$ cat src/rtl/sr_cond_pkg.sv
// Shared types and helpers for the SR button conditioner.
package sr_cond_pkg;

    typedef enum logic [1:0] {
        IDLE      = 2'd0,
        ARMING    = 2'd1,
        HELD      = 2'd2,
        RELEASING = 2'd3
    } chan_state_t;

    // Width of a counter that must be able to hold the value n.
    function automatic int cnt_width(input int n);
        return $clog2(n + 1);
    endfunction

endpackage

$ cat src/rtl/debounce_channel.sv
// One button channel: 2-flop synchroniser, saturating debounce counter,
// stable-level register, tracking FSM and a one-cycle rising-edge candidate.
module debounce_channel
    import sr_cond_pkg::*;
#(
    parameter int DEBOUNCE_CYCLES = 16
) (
    input  logic        clk,
    input  logic        rst_n,
    input  logic        raw,
    output logic        level,
    output logic        rise,
    output chan_state_t state
);

    localparam int CW = cnt_width(DEBOUNCE_CYCLES);
    localparam logic [CW-1:0] CNT_LAST = CW'(DEBOUNCE_CYCLES - 1);

    logic          sync1_q;
    logic          sync2_q;
    logic [CW-1:0] cnt_q;
    logic [CW-1:0] cnt_d;
    logic          level_q;
    logic          level_d;
    logic          rise_q;
    logic          rise_d;
    chan_state_t   state_q;
    chan_state_t   state_d;

    // Synchronise the asynchronous raw input into the clk domain.
    always_ff @(posedge clk) begin
        if (!rst_n) begin
            sync1_q <= 1'b0;
            sync2_q <= 1'b0;
        end else begin
            sync1_q <= raw;
            sync2_q <= sync1_q;
        end
    end

    // Debounce counter and stable level; accepting on the edge the count
    // would reach DEBOUNCE_CYCLES keeps the counter from ever passing it.
    always_comb begin
        cnt_d   = cnt_q;
        level_d = level_q;
        if (sync2_q == level_q) begin
            cnt_d = '0;
        end else if (cnt_q >= CNT_LAST) begin
            level_d = ~level_q;
            cnt_d   = '0;
        end else begin
            cnt_d = cnt_q + 1'b1;
        end
        rise_d = level_d & ~level_q;
    end

    // Channel FSM; acceptance is taken from level_d so it stays in step
    // with the counter even when DEBOUNCE_CYCLES is 1.
    always_comb begin
        state_d = state_q;
        case (state_q)
            IDLE: begin
                if (sync2_q) state_d = level_d ? HELD : ARMING;
            end
            ARMING: begin
                if (!sync2_q)     state_d = IDLE;
                else if (level_d) state_d = HELD;
            end
            HELD: begin
                if (!sync2_q) state_d = level_d ? RELEASING : IDLE;
            end
            RELEASING: begin
                if (sync2_q)       state_d = HELD;
                else if (!level_d) state_d = IDLE;
            end
            default: state_d = IDLE;
        endcase
    end

    // Register counter, level, candidate and state.
    always_ff @(posedge clk) begin
        if (!rst_n) begin
            cnt_q   <= '0;
            level_q <= 1'b0;
            rise_q  <= 1'b0;
            state_q <= IDLE;
        end else begin
            cnt_q   <= cnt_d;
            level_q <= level_d;
            rise_q  <= rise_d;
            state_q <= state_d;
        end
    end

    assign level = level_q;
    assign rise  = rise_q;
    assign state = state_q;

endmodule

$ cat src/rtl/sr_button_conditioner.sv
// Conditions two bouncing buttons into clean, mutually exclusive s/r pulses
// for an SR latch, flagging presses suppressed by the other button.
module sr_button_conditioner
    import sr_cond_pkg::*;
#(
    parameter int DEBOUNCE_CYCLES = 16
) (
    input  logic clk,
    input  logic rst_n,
    input  logic set_raw,
    input  logic reset_raw,
    output logic s,
    output logic r,
    output logic set_level,
    output logic reset_level,
    output logic conflict
);

    logic        set_rise;
    logic        reset_rise;
    chan_state_t set_state;
    chan_state_t reset_state;
    logic        set_busy;
    logic        reset_busy;
    logic        s_q;
    logic        s_d;
    logic        r_q;
    logic        r_d;
    logic        conflict_q;
    logic        conflict_d;

    debounce_channel #(
        .DEBOUNCE_CYCLES(DEBOUNCE_CYCLES)
    ) u_set_chan (
        .clk   (clk),
        .rst_n (rst_n),
        .raw   (set_raw),
        .level (set_level),
        .rise  (set_rise),
        .state (set_state)
    );

    debounce_channel #(
        .DEBOUNCE_CYCLES(DEBOUNCE_CYCLES)
    ) u_reset_chan (
        .clk   (clk),
        .rst_n (rst_n),
        .raw   (reset_raw),
        .level (reset_level),
        .rise  (reset_rise),
        .state (reset_state)
    );

    // Arbitrate candidates against the other channel's registered state.
    always_comb begin
        set_busy   = (set_state == HELD) || (set_state == RELEASING);
        reset_busy = (reset_state == HELD) || (reset_state == RELEASING);
        s_d        = set_rise & ~reset_rise & ~reset_busy;
        r_d        = reset_rise & ~set_rise & ~set_busy;
        conflict_d = (set_rise & (reset_rise | reset_busy))
                   | (reset_rise & (set_rise | set_busy));
    end

    // Register the pulse outputs.
    always_ff @(posedge clk) begin
        if (!rst_n) begin
            s_q        <= 1'b0;
            r_q        <= 1'b0;
            conflict_q <= 1'b0;
        end else begin
            s_q        <= s_d;
            r_q        <= r_d;
            conflict_q <= conflict_d;
        end
    end

    assign s        = s_q;
    assign r        = r_q;
    assign conflict = conflict_q;

endmodule

$ cat config.mk
export PLATFORM = sky130hd
export DESIGN_NAME = sr_button_conditioner
export DESIGN_NICKNAME = d
export VERILOG_FILES = /design/src/rtl/sr_cond_pkg.sv /design/src/rtl/debounce_channel.sv /design/src/rtl/sr_button_conditioner.sv
export SDC_FILE = /design/constraint.sdc
export NUM_CORES = 1
export LEC_CHECK = 0
export ABC_AREA = 1
export CAP_MARGIN = 20
export CORE_ASPECT_RATIO = 1.5
export CORE_MARGIN = 5
export CORE_UTILIZATION = 54
export CTS_CLUSTER_SIZE = 8
export DETAILED_ROUTE_END_ITERATION = 7
export GPL_TIMING_DRIVEN = 0
export PLACE_DENSITY_LB_ADDON = 0.15
export SLEW_MARGIN = 20
export SYNTH_ARGS = -nofsm -noshare
export SYNTH_HDL_FRONTEND = slang
export SYNTH_HIERARCHICAL = 1
export SYNTH_SLANG_ARGS = --single-unit
$ cat constraint.sdc
create_clock -name clk -period 1.9 [get_ports clk]
set_input_delay 0.38 -clock clk [delete_from_list [all_inputs] [get_ports clk]]
set_output_delay 0.38 -clock clk [all_outputs]
set_load 0.03 [all_outputs]
==> key figures <==
Critical path
  • WP data arrival: 1.42 ns
  • Kind of capture point of the worst setup path: output port
  • Largest stage delay, worst path: 0.70 ns
  • Worst path bufs/invs: 1
  • Startpoint kind of the worst setup timing path: flop
  • Critical path type: reg2out
  • Biggest fanout along the worst timing path: 4
  • Levels on crit path: 1
  • Endpoint required time on the critical path: 1.52 ns
  • Cell at the slowest stage of the critical path: clkdlybuf4s50_1
  • R2r worst-path depth: 12
  • Cell-by-cell trace of the critical path: clkdlybuf4s50_1
  • Kind of cell adding the most delay to the critical path: buffers and inverters

Layout
  • Relative area change from synthesis to final layout: 11.9%
  • Nets: 175
  • Layout cells sized above 1: 15.1%
  • Finished Layout Cells: 188
  • Number of diodes: 0

Placement
  • Detailed Place HPWL: 1410 um
  • Port bufs: 8
  • RD Place Congestion: 0.814
  • Count of placed standard cells including taps: 184

CTS
  • CTS-repair resized insts: 0
  • Number of clock sinks seen by CTS: 25
  • Number of post-CTS setup repair buffers: 0
  • Total of hold buffers inserted after clock tree synthesis: 0
  • Buffer type at the clock tree root: clkbuf_4
  • Max Buffers Root-to-Sink: 2
  • Clock-pin slew reported for the worst setup and hold paths after clock tree synthesis: 0.13 ns
  • Clock tree from TritonCTS: yes
  • Clk Latency, worst-skew pair: 0.31 ns
  • Number of buffers inserted during clock tree synthesis: 3
  • Depth of the CTS H-tree: 1

Min path
  • Hold Path Depth: 2
  • Classification of the worst-slack hold path: reg2reg

Flow run
  • Reported max-cap violation count: 0

Synth
  • Synthesized Nets: 162
  • Portion of the post-synthesis area used by sequential elements: 44.0%
  • Total standard cell area after synthesis: 1140 um2
  • Number of flops mapped to enable cells by yosys: 0
  • Gate Count Post-Synth: 154
  • Async set-or-reset flop fraction in the synthesized netlist: 0%
  • Share of Yosys cell area claimed by the top area cell type: 44.0%
  • Post-synthesis cell type with the largest combined area: dfxtp_1
  • Number of synthesized register bits: 25
  • Yosys Warn Count: 6
  • Most used standard cell by instance count after synthesis: nand2_1
  • Largest cells by area after synthesis: dfxtp_1, nand2_1, inv_1, nor2_1, ha_1
  • Unique cell type count in the Yosys netlist: 19
  • Most numerous cell types in the synthesized netlist: nand2_1, dfxtp_1, inv_1
  • Synthesized area per cell: 7.39 um2
  • Commonest register cell after synthesis: dfxtp_1

Floorplan
  • Die Y-Extent: 66.2 um
  • Floorplan die width: 47.5 um
  • Ports: 9
  • Initial standard-cell utilization of the core: 56.2%
  • Core Box Area: 2030 um2
  • Placement row count: 20
  • Overall die area: 3150 um2

Drt
  • Count of antenna-violating nets left after detailed routing: 0
  • First-iteration detailed-routing DRC count: 36
  • Post-detailed-route wirelength per cell: 9.55 um
  • Routed vias: 920
  • Post-route DRC: 0
  • Via density per instance: 4.89
  • Detailed-routing iteration count for the pre-antenna-repair pass: 4
  • Aggregate routed wire length: 1800 um

STA
  • Setup repair after global routing missed its margin: false
  • Maximum achievable frequency: 555 MHz
  • Post-route clock skew: 0.00601 ns
  • Number of setup violations in the final report: 0
  • Final-layout setup total negative slack: 0 ns
  • Number of hold-slack violations in the final timing report: 0
  • Actual transition at the worst max-transition pin: 0.418 ns
  • Final Cycle Share: 94.8%
  • Slew headroom: 72.1%
  • Max Slew Vio Count: 0
  • Min Clock Period, post-route: 1.80 ns

GRT
  • Global-route wire length before repair: 3250 um
  • Overall fraction of global-route tracks in use: 14.3%
  • Maximum number of pins on one net before global-route repair: 15
  • Vias in the first global route: 862
  • Overall overflow remaining after global route: 0
  • Antenna violations before repair: 0

Pwr
  • Worst ir drop on vdd: 554 uV
  • Power density cells: 923 nW/um2
  • Cell leakage power: 0.000586 uW

Status
  • Status: finished, final reports clean
[power by group]
part	switching (uW)	total [uW]	internal, uW
sequential	47.9	618	570
combinational	211	332	121
clock	147	226	78.6
[tightest hold or removal path: cells and delay by family, from the launching register on]
kind / cells / cell delay (ns)
buffers and inverters: 1 / 0.03
flip-flops: 1 / 0.32
AND/OR/NAND/NOR: 1 / 0.05
[sequential cells by signal (all words and copies together), names as in the netlist, 2 cells and up]
name / count
u_set_chan/cnt_q: 5
u_reset_chan/cnt_q: 5
u_reset_chan/state: 2
u_set_chan/state: 2
[layout make-up]
class | count | area (um2)
clock buffers | 3 | 22.5
inverters | 30 | 120
fillers | 188 | 753
flip-flops and latches | 25 | 500
repair buffers | 8 | 80.1
multi-input cells | 99 | 518
well taps | 22 | 27.5
clock inverters | 1 | 5.00
[layout by cell type (no fill, tap or decap)]
master / n
nand2_2: 1
nand4_1: 2
inv_1: 24
inv_2: 2
nor2_1: 21
nand3_1: 4
o21ai_1: 4
clkdlybuf4s50_1: 8
nand4_2: 2
nand2_1: 38
nor3b_2: 2
clkinv_2: 3
a21oi_1: 5
ha_1: 4
nand3_2: 2
o211ai_2: 2
dfxtp_1: 25
inv_4: 2
nor3_1: 6
nor2_2: 6
clkbuf_4: 3
[final timing paths]
path	from	end	slack [ns]
worst min-delay path	u_reset_chan/sync1_q$_SDFF_PN0_	u_reset_chan/sync2_q$_SDFF_PN0_	0.43
worst min register to register	u_reset_chan/sync1_q$_SDFF_PN0_	u_reset_chan/sync2_q$_SDFF_PN0_	0.43
worst max register to register	u_reset_chan/cnt_q[0]$_SDFF_PP0_	u_reset_chan/state[1]$_SDFFE_PN0P_	0.24
worst max-delay path	u_set_chan/level$_SDFF_PN0_	set_level	0.1
[kinds of logic (layout without fill, tap and decap cells)]
group / after synthesis / in the layout / synth area share (%)
flip-flops: 25 / 25 / 44.0
AO/OA/AOI/OAI: 11 / 11 / 6.15
adder cells (fa/ha/maj): 4 / 4 / 4.40
buffers and inverters: 30 / 42 / 10.5
AND/OR/NAND/NOR: 84 / 84 / 34.9
[stage by stage]
step	power [uW]	hold slack [ns]	setup WS, ns	util, %	cell area [um2]
6_report	1180	0.430	0.0996	62.8	1270
5_1_grt	1290	0.452	0.00718	62.8	1270
4_1_cts	1190	0.434	0.0733	62.8	1270
3_5_place_dp	959	0.408	0.0372	61.5	1250
3_3_place_gp	942	0.395	0.0706	61.5	1250
2_1_floorplan	897	0.390	0.367	-	1140
[per-layer routing]
layer | wire length (um) | GRT usage (%) | vias up
li1 | - | - | 498
met1 | 722 | 14.0 | 401
met2 | 972 | 25.2 | 17
met3 | 65 | 3.54 | 4
met4 | 36 | 8.30 | 0
met5 | 0 | 0 | -
(Power assumes the default switching activity.)
